**config.mk**
```make
export PLATFORM = sky130hd
export DESIGN_NAME = im_boot_loader
export DESIGN_NICKNAME = d
export VERILOG_FILES = /design/src/rtl/im_boot_loader_pkg.sv /design/src/rtl/im_boot_loader_packer.sv /design/src/rtl/im_boot_loader.sv
export SDC_FILE = /design/constraint.sdc
export NUM_CORES = 1
export LEC_CHECK = 0
export CORE_MARGIN = 1
export CORE_UTILIZATION = 29
export DETAILED_ROUTE_END_ITERATION = 10
export GPL_TIMING_DRIVEN = 0
export SLEW_MARGIN = 20
export SYNTH_ARGS = -nofsm -noshare
export SYNTH_HDL_FRONTEND = slang
export SYNTH_SLANG_ARGS = --single-unit
```
**constraint.sdc**
```tcl
create_clock -name clk -period 2.2 [get_ports clk]
set_input_delay 0.33 -clock clk [delete_from_list [all_inputs] [get_ports clk]]
set_output_delay 0.33 -clock clk [all_outputs]
set_load 0.01 [all_outputs]
```
**src/rtl/im_boot_loader_pkg.sv**
```systemverilog
// Shared definitions for the instruction-memory boot loader: FSM state
// encoding and error-code values.
package boot_defs;

  typedef enum logic [2:0] {
    HDR_HI = 3'd0,
    HDR_LO = 3'd1,
    DATA   = 3'd2,
    CSUM   = 3'd3,
    DONE   = 3'd4,
    ERR    = 3'd5
  } bootState_t;

  localparam logic [1:0] ERR_NONE = 2'b00;
  localparam logic [1:0] ERR_SIZE = 2'b01;
  localparam logic [1:0] ERR_CSUM = 2'b10;
  localparam logic [1:0] ERR_TMO  = 2'b11;

endpackage

```
**src/rtl/im_boot_loader_packer.sv**
```systemverilog
// Assembles big-endian 32-bit words from a byte stream; flags a
// registered one-cycle wordValid after each fourth byte.
module byte_word_packer (
  input  logic        clk,
  input  logic        rst_n,
  input  logic        clear,
  input  logic        shiftEn,
  input  logic [7:0]  byteIn,
  output logic [31:0] word,
  output logic        wordValid,
  output logic        lastByte
);

  logic [1:0]  byteCnt;
  logic [23:0] shReg;

  assign lastByte = shiftEn & (byteCnt == 2'd3);

  always_ff @(posedge clk or negedge rst_n) begin
    if (!rst_n) begin
      byteCnt   <= 2'd0;
      shReg     <= 24'd0;
      word      <= 32'd0;
      wordValid <= 1'b0;
    end else if (clear) begin
      byteCnt   <= 2'd0;
      shReg     <= 24'd0;
      wordValid <= 1'b0;
    end else begin
      wordValid <= lastByte;
      if (shiftEn) begin
        byteCnt <= byteCnt + 2'd1;
        shReg   <= {shReg[15:0], byteIn};
        // word is held between writes so im_wdata stays stable
        if (lastByte) word <= {shReg, byteIn};
      end
    end
  end

endmodule

```
**src/rtl/im_boot_loader.sv**
```systemverilog
// Boot loader: receives a word-count header, data words and an XOR checksum
// over a byte stream, writes the instruction memory and releases the core.
//
// state  | meaning
// HDR_HI | waiting for word count high byte (never times out)
// HDR_LO | waiting for word count low byte; size check
// DATA   | receiving 4N data bytes, writing words
// CSUM   | waiting for checksum byte
// DONE   | image verified, core released
// ERR    | load failed, core held in reset
module im_boot_loader
  import boot_defs::*;
#(
  parameter int IM_ADDR_W   = 10,
  parameter int TIMEOUT_CYC = 1000000
) (
  input  logic                 clk,
  input  logic                 rst_n,
  input  logic [7:0]           in_data,
  input  logic                 in_valid,
  output logic                 in_ready,
  input  logic                 reload,
  output logic                 im_we,
  output logic [IM_ADDR_W-1:0] im_addr,
  output logic [31:0]          im_wdata,
  output logic                 cpu_rst,
  output logic                 done,
  output logic                 err,
  output logic [1:0]           err_code
);

  localparam int IDLE_W = $clog2(TIMEOUT_CYC + 1);
  localparam logic [16:0] IM_DEPTH = 17'(2 ** IM_ADDR_W);
  localparam logic [IDLE_W-1:0] IDLE_LAST = IDLE_W'(TIMEOUT_CYC - 1);
  localparam logic [IDLE_W-1:0] IDLE_MAX  = IDLE_W'(TIMEOUT_CYC);

  bootState_t state, stateNxt;
  logic [1:0]           errCodeQ, errCodeNxt;
  logic                 readyEn;
  logic                 accept, reloadTake, shiftEn, idleHit, counting;
  logic                 packLast, wordValid, lastWord;
  logic [15:0]          wordCnt;
  logic [16:0]          nFull;
  logic [IM_ADDR_W:0]   wordIdx;
  logic [IM_ADDR_W-1:0] imAddrQ;
  logic [7:0]           csum;
  logic [IDLE_W-1:0]    idleCnt;
  logic [31:0]          packWord;

  assign in_ready   = readyEn & ((state == HDR_HI) | (state == HDR_LO) |
                                 (state == DATA)   | (state == CSUM));
  assign accept     = in_valid & in_ready;
  assign shiftEn    = accept & (state == DATA);
  assign reloadTake = reload & ((state == DONE) | (state == ERR));
  assign counting   = (state == HDR_LO) | (state == DATA) | (state == CSUM);
  assign idleHit    = (idleCnt == IDLE_LAST);
  assign nFull      = {1'b0, wordCnt[15:8], in_data};
  assign lastWord   = ((17'(wordIdx) + 17'd1) == {1'b0, wordCnt});

  byte_word_packer u_packer (
    .clk       (clk),
    .rst_n     (rst_n),
    .clear     (reloadTake),
    .shiftEn   (shiftEn),
    .byteIn    (in_data),
    .word      (packWord),
    .wordValid (wordValid),
    .lastByte  (packLast)
  );

  assign im_we    = wordValid;
  assign im_wdata = packWord;
  assign im_addr  = imAddrQ;
  assign done     = (state == DONE);
  assign err      = (state == ERR);
  assign cpu_rst  = (state != DONE);
  assign err_code = errCodeQ;

  always_ff @(posedge clk or negedge rst_n) begin
    if (!rst_n) begin
      state    <= HDR_HI;
      errCodeQ <= ERR_NONE;
      readyEn  <= 1'b0;
    end else begin
      state    <= stateNxt;
      errCodeQ <= errCodeNxt;
      readyEn  <= 1'b1;
    end
  end

  always_comb begin
    stateNxt   = state;
    errCodeNxt = errCodeQ;
    unique case (state)
      HDR_HI: begin
        if (accept) stateNxt = HDR_LO;
      end
      HDR_LO: begin
        if (accept) begin
          if (nFull > IM_DEPTH) begin
            stateNxt   = ERR;
            errCodeNxt = ERR_SIZE;
          end else if (nFull == 17'd0) begin
            stateNxt = CSUM;
          end else begin
            stateNxt = DATA;
          end
        end else if (idleHit) begin
          stateNxt   = ERR;
          errCodeNxt = ERR_TMO;
        end
      end
      DATA: begin
        if (accept) begin
          if (packLast && lastWord) stateNxt = CSUM;
        end else if (idleHit) begin
          stateNxt   = ERR;
          errCodeNxt = ERR_TMO;
        end
      end
      CSUM: begin
        if (accept) begin
          if (in_data == csum) begin
            stateNxt = DONE;
          end else begin
            stateNxt   = ERR;
            errCodeNxt = ERR_CSUM;
          end
        end else if (idleHit) begin
          stateNxt   = ERR;
          errCodeNxt = ERR_TMO;
        end
      end
      DONE, ERR: begin
        if (reload) begin
          stateNxt   = HDR_HI;
          errCodeNxt = ERR_NONE;
        end
      end
      default: begin
        stateNxt = HDR_HI;
      end
    endcase
  end

  always_ff @(posedge clk or negedge rst_n) begin
    if (!rst_n) begin
      wordCnt <= 16'd0;
      wordIdx <= '0;
      imAddrQ <= '0;
      csum    <= 8'd0;
      idleCnt <= '0;
    end else if (reloadTake) begin
      wordCnt <= 16'd0;
      wordIdx <= '0;
      csum    <= 8'd0;
      idleCnt <= '0;
    end else begin
      if (accept && state == HDR_HI) wordCnt[15:8] <= in_data;
      if (accept && state == HDR_LO) wordCnt[7:0]  <= in_data;
      if (shiftEn) csum <= csum ^ in_data;
      // address is latched with the fourth byte so it lines up with im_we
      if (packLast) begin
        imAddrQ <= wordIdx[IM_ADDR_W-1:0];
        wordIdx <= wordIdx + 1'b1;
      end
      if (accept) begin
        idleCnt <= '0;
      end else if (counting && idleCnt != IDLE_MAX) begin
        idleCnt <= idleCnt + 1'b1;
      end
    end
  end

endmodule

```
==> flow_metrics.py <==
metrics = {
    "drt": {
        "drt_iter0_drc": 394,
        "drtPass1Iterations": 5,
        "wl_per_cell_um": 14.5,
        "ant_nets": 0,
        "vias": 5218,
        "drc_errors": 0,
        "viasPerCell": 4.86,
        "wl_um": 15600,
    },
    "placed_design": {
        "hpwl_um": 10600,
        "dpl_cell_area_sq_um": 7200,
        "place.gp.congestion": 0.814,
        "dp_slack_ns": -0.942,
        "io_buffers": 58,
    },
    "hold_path": {
        "hold_path.class": "in2reg",
        "worstHoldStart": "in_data[0]",
    },
    "power": {
        "vdd_ir_drop_max_mv": 0.551,
        "p_total_mw": 7.49,
        "power_density_nw_per_um2": 935,
        "p_leak_nw": 3.68,
    },
    "sta": {
        "clock.fmax_mhz": 456,
        "slew_violations": 0,
        "setup_violations": 0,
        "hold_viol_final": 0,
        "fin_ws_ns": 0.00895,
        "relSlewSlack_pct": 56.2,
        "rsz0062_at_grt": "true",
        "min_period_ns": 2.19,
        "max_slew.worst_pin.slew_ns": 0.655,
        "timing.final.crit_share_pct": 99.6,
        "fin_skew_ns": 0.0104,
    },
    "yosys": {
        "synth_cells": 703,
        "ys_ff_latch": 130,
        "yosysSeqAreaShare_pct": 52.1,
        "synth-edff-count": 0,
        "yosysUniqueCellTypes": 59,
        "synth_nets": 719,
        "ys_async_sr_fraction_pct": 100,
        "yosys_warnings": 0,
        "yosys_most_used_dff": "dfrtp_1",
        "avgSynthCellArea_sq_um": 8.89,
        "netlist_area_sq_um": 6250,
    },
    "die": {
        "start_util_pct": 29.6,
        "rows": 53,
        "io_pins": 61,
        "dieWidth_um": 149,
        "dieArea_sq_um": 22100,
        "core_area_sq_um": 21100,
        "die_y_um": 149,
    },
    "clock_tree": {
        "clock_sinks": 130,
        "cts.reportedPaths.clkPinSlew_ns": 0.06,
        "cts_tree": "built",
        "cts_htree_levels": 4,
        "insertion_delay_ns": 0.42,
        "cts-root-buf": "clkbuf_16",
        "cts_buffers": 17,
        "clockBufferDepth": 2,
    },
    "worst_setup_path": {
        "reg2reg_from": "wordCnt[15]",
        "worst_ep_required_time_ns": 1.87,
        "endpoint_kind": "output port",
        "critPathKind": "reg2out",
        "path_max_fanout": 10,
        "startpoint_type": "flop",
        "cp.arrival_ns": 1.86,
        "critPathLaunch": "state[0]",
    },
    "global_routing": {
        "grt_overflow": 0,
        "met1_usage_pct": 20.9,
        "grt.busiest_layer": "met2",
        "grt_pass1_vias": 4923,
        "met3_usage_pct": 3.46,
        "antenna_found_initial": 0,
        "grt_first_pass_wirelength_um": 25900,
        "grt_max_degree": 84,
        "grtUsageMet2_pct": 22.6,
        "grt.total_usage_pct": 15.0,
    },
    "final_layout": {
        "design_area_sq_um": 8020,
        "final_nets": 801,
        "fin_util_pct": 38.0,
        "antenna_cells": 0,
        "drive_gt1_share_pct": 11.7,
        "areaGrowthSynthToFinish_pct": 28.3,
        "n_fill_cell": 2149,
    },
    "outcome": {
        "status": "finished, final reports clean",
    },
    "flow_run": {
        "cap_violations": 0,
    },
}
[kinds of logic (layout without fill, tap and decap cells)]
| kind of cell | after synthesis | after routing | synth area share [%] |
|---|---|---|---|
| xor+xnor | 34 | 34 | 4.77 |
| compound gates | 86 | 86 | 9.51 |
| fa+ha+maj | 4 | 4 | 0.801 |
| flops | 130 | 130 | 52.1 |
| mux | 11 | 11 | 1.76 |
| other cells | 1 | 1 | 0.0600 |
| buf+inv | 51 | 146 | 3.22 |
| simple gates | 386 | 386 | 27.8 |
[state kept, by name, indices dropped and copies added, names as in the netlist]
register and cells:
err_code 2, readyEn 1, u_packer.wordValid 1, idleCnt 20
state 3, u_packer.shReg 24, csum 8, u_packer.byteCnt 2
wordIdx 11, im_addr 10, u_packer.word 32, wordCnt 16
[timing repair]
item,in CTS,in global routing
endpoints found under the hold margin,47,0
hold buffers,1,0
endpoints found under the setup margin,71,80
setup buffers,3,3
resized for setup,32,32
pin swaps,1,4
[synthesized netlist by cell type, types with 2 or more instances]
master / instances / share of area (%)
buf_1: 3 / 0.18
mux2i_1: 11 / 1.8
nor2b_1: 12 / 1.2
nand3_1: 38 / 3.0
xnor2_1: 25 / 3.5
a21oi_1: 7 / 0.56
o211ai_1: 4 / 0.48
buf_2: 5 / 0.40
o41ai_1: 4 / 0.56
ha_1: 4 / 0.80
o21ai_0: 34 / 2.7
nand2_1: 220 / 13
and4_1: 5 / 0.70
nand2b_1: 5 / 0.50
or4_1: 2 / 0.24
inv_1: 11 / 0.66
dfrtp_1: 130 / 52
clkbuf_1: 31 / 1.9
a211oi_1: 3 / 0.36
and3_1: 4 / 0.40
o2111a_1: 2 / 0.36
o21a_1: 4 / 0.48
or2_2: 3 / 0.30
xor2_1: 9 / 1.3
nor3_1: 18 / 1.4
and2_1: 4 / 0.40
nor4_1: 9 / 0.90
a31oi_1: 4 / 0.40
a22o_1: 6 / 0.84
nor2_1: 45 / 2.7
nand4_1: 9 / 0.90
o31ai_1: 5 / 0.60
[final timing paths]
check                           slack [ns]            endpoint  depth (start not counted)
worst max-delay path                 0.009                 err                          3
worst max register to register       0.009            state[0]                          6
max in group asynchronous             1.09  u_packer.shReg[14]                          3
worst min-delay path                  0.30    u_packer.word[0]                          3
min in group asynchronous             0.39          idleCnt[1]                          2
worst min register to register        0.47   u_packer.word[24]                          2
[cell type report]
cell class,count,area (sq um),share of cell area [%]
flip-flops and latches,130,3260,40.6
multi-input cells,522,2950,36.8
repair buffers,66,676,8.43
clock buffers,18,439,5.48
well taps,275,344,4.29
plain buffers,37,185,2.31
clock inverters,14,120,1.50
inverters,11,43.8,0.546
[cells in the final DEF, fill, tap and decap left out, types with 4 or more instances in the layout]
| cell type | Yosys | final |
|---|---|---|
| nand2_1 | 220 | 218 |
| dfrtp_1 | 130 | 126 |
| clkdlybuf4s50_1 | 0 | 54 |
| nor2_1 | 45 | 44 |
| nand3_1 | 38 | 37 |
| o21ai_0 | 34 | 33 |
| xnor2_1 | 25 | 25 |
| clkbuf_1 | 31 | 19 |
| clkbuf_16 | 0 | 17 |
| nor3_1 | 18 | 13 |
| nor2b_1 | 12 | 12 |
| mux2i_1 | 11 | 11 |
| inv_1 | 11 | 10 |
| nand4_1 | 9 | 9 |
| xor2_1 | 9 | 9 |
| buf_4 | 1 | 7 |
| a21oi_1 | 7 | 7 |
| clkbuf_4 | 0 | 6 |
| a22o_1 | 6 | 6 |
| nor4_1 | 9 | 6 |
| buf_2 | 5 | 5 |
| clkbuf_2 | 0 | 5 |
| o31ai_1 | 5 | 5 |
| and4_1 | 5 | 5 |
| inv_6 | 0 | 5 |
| and3_1 | 4 | 4 |
| and2_1 | 4 | 4 |
| a31oi_1 | 4 | 4 |
| nand2b_1 | 5 | 4 |
| o21a_1 | 4 | 4 |
| o211ai_1 | 4 | 4 |
| dfrtp_2 | 0 | 4 |
[metrics by stage]
stage	std cells	setup TNS [ns]	hold slack (ns)
detailed placement	1037	-58.23	0.266
floorplan	703	0	0.0344
CTS	1072	-0.0186	0.287
finish	1073	0	0.302
global route	1073	-0.276	0.346
global placement	1036	-641.00	0.456
[layer usage]
metal | wire (um) | vias up
met4 | 234 | 0
li1 | - | 2562
met1 | 7710 | 2531
met2 | 7080 | 107
met5 | 0 | -
met3 | 590 | 18
[report_power, final]
part           total (mW)  switching, mW  internal, mW
registers            2.96          0.280          2.68
logic                1.87           1.11         0.763
clock network        2.66           1.16          1.50
[critical path: stages, from the launching register on]
cell and delay (ns):
dfrtp_1 0.45, clkbuf_4 0.26, and3_1 0.20, clkdlybuf4s50_1 0.54
No activity file was read; power rests on OpenSTA's default activity.
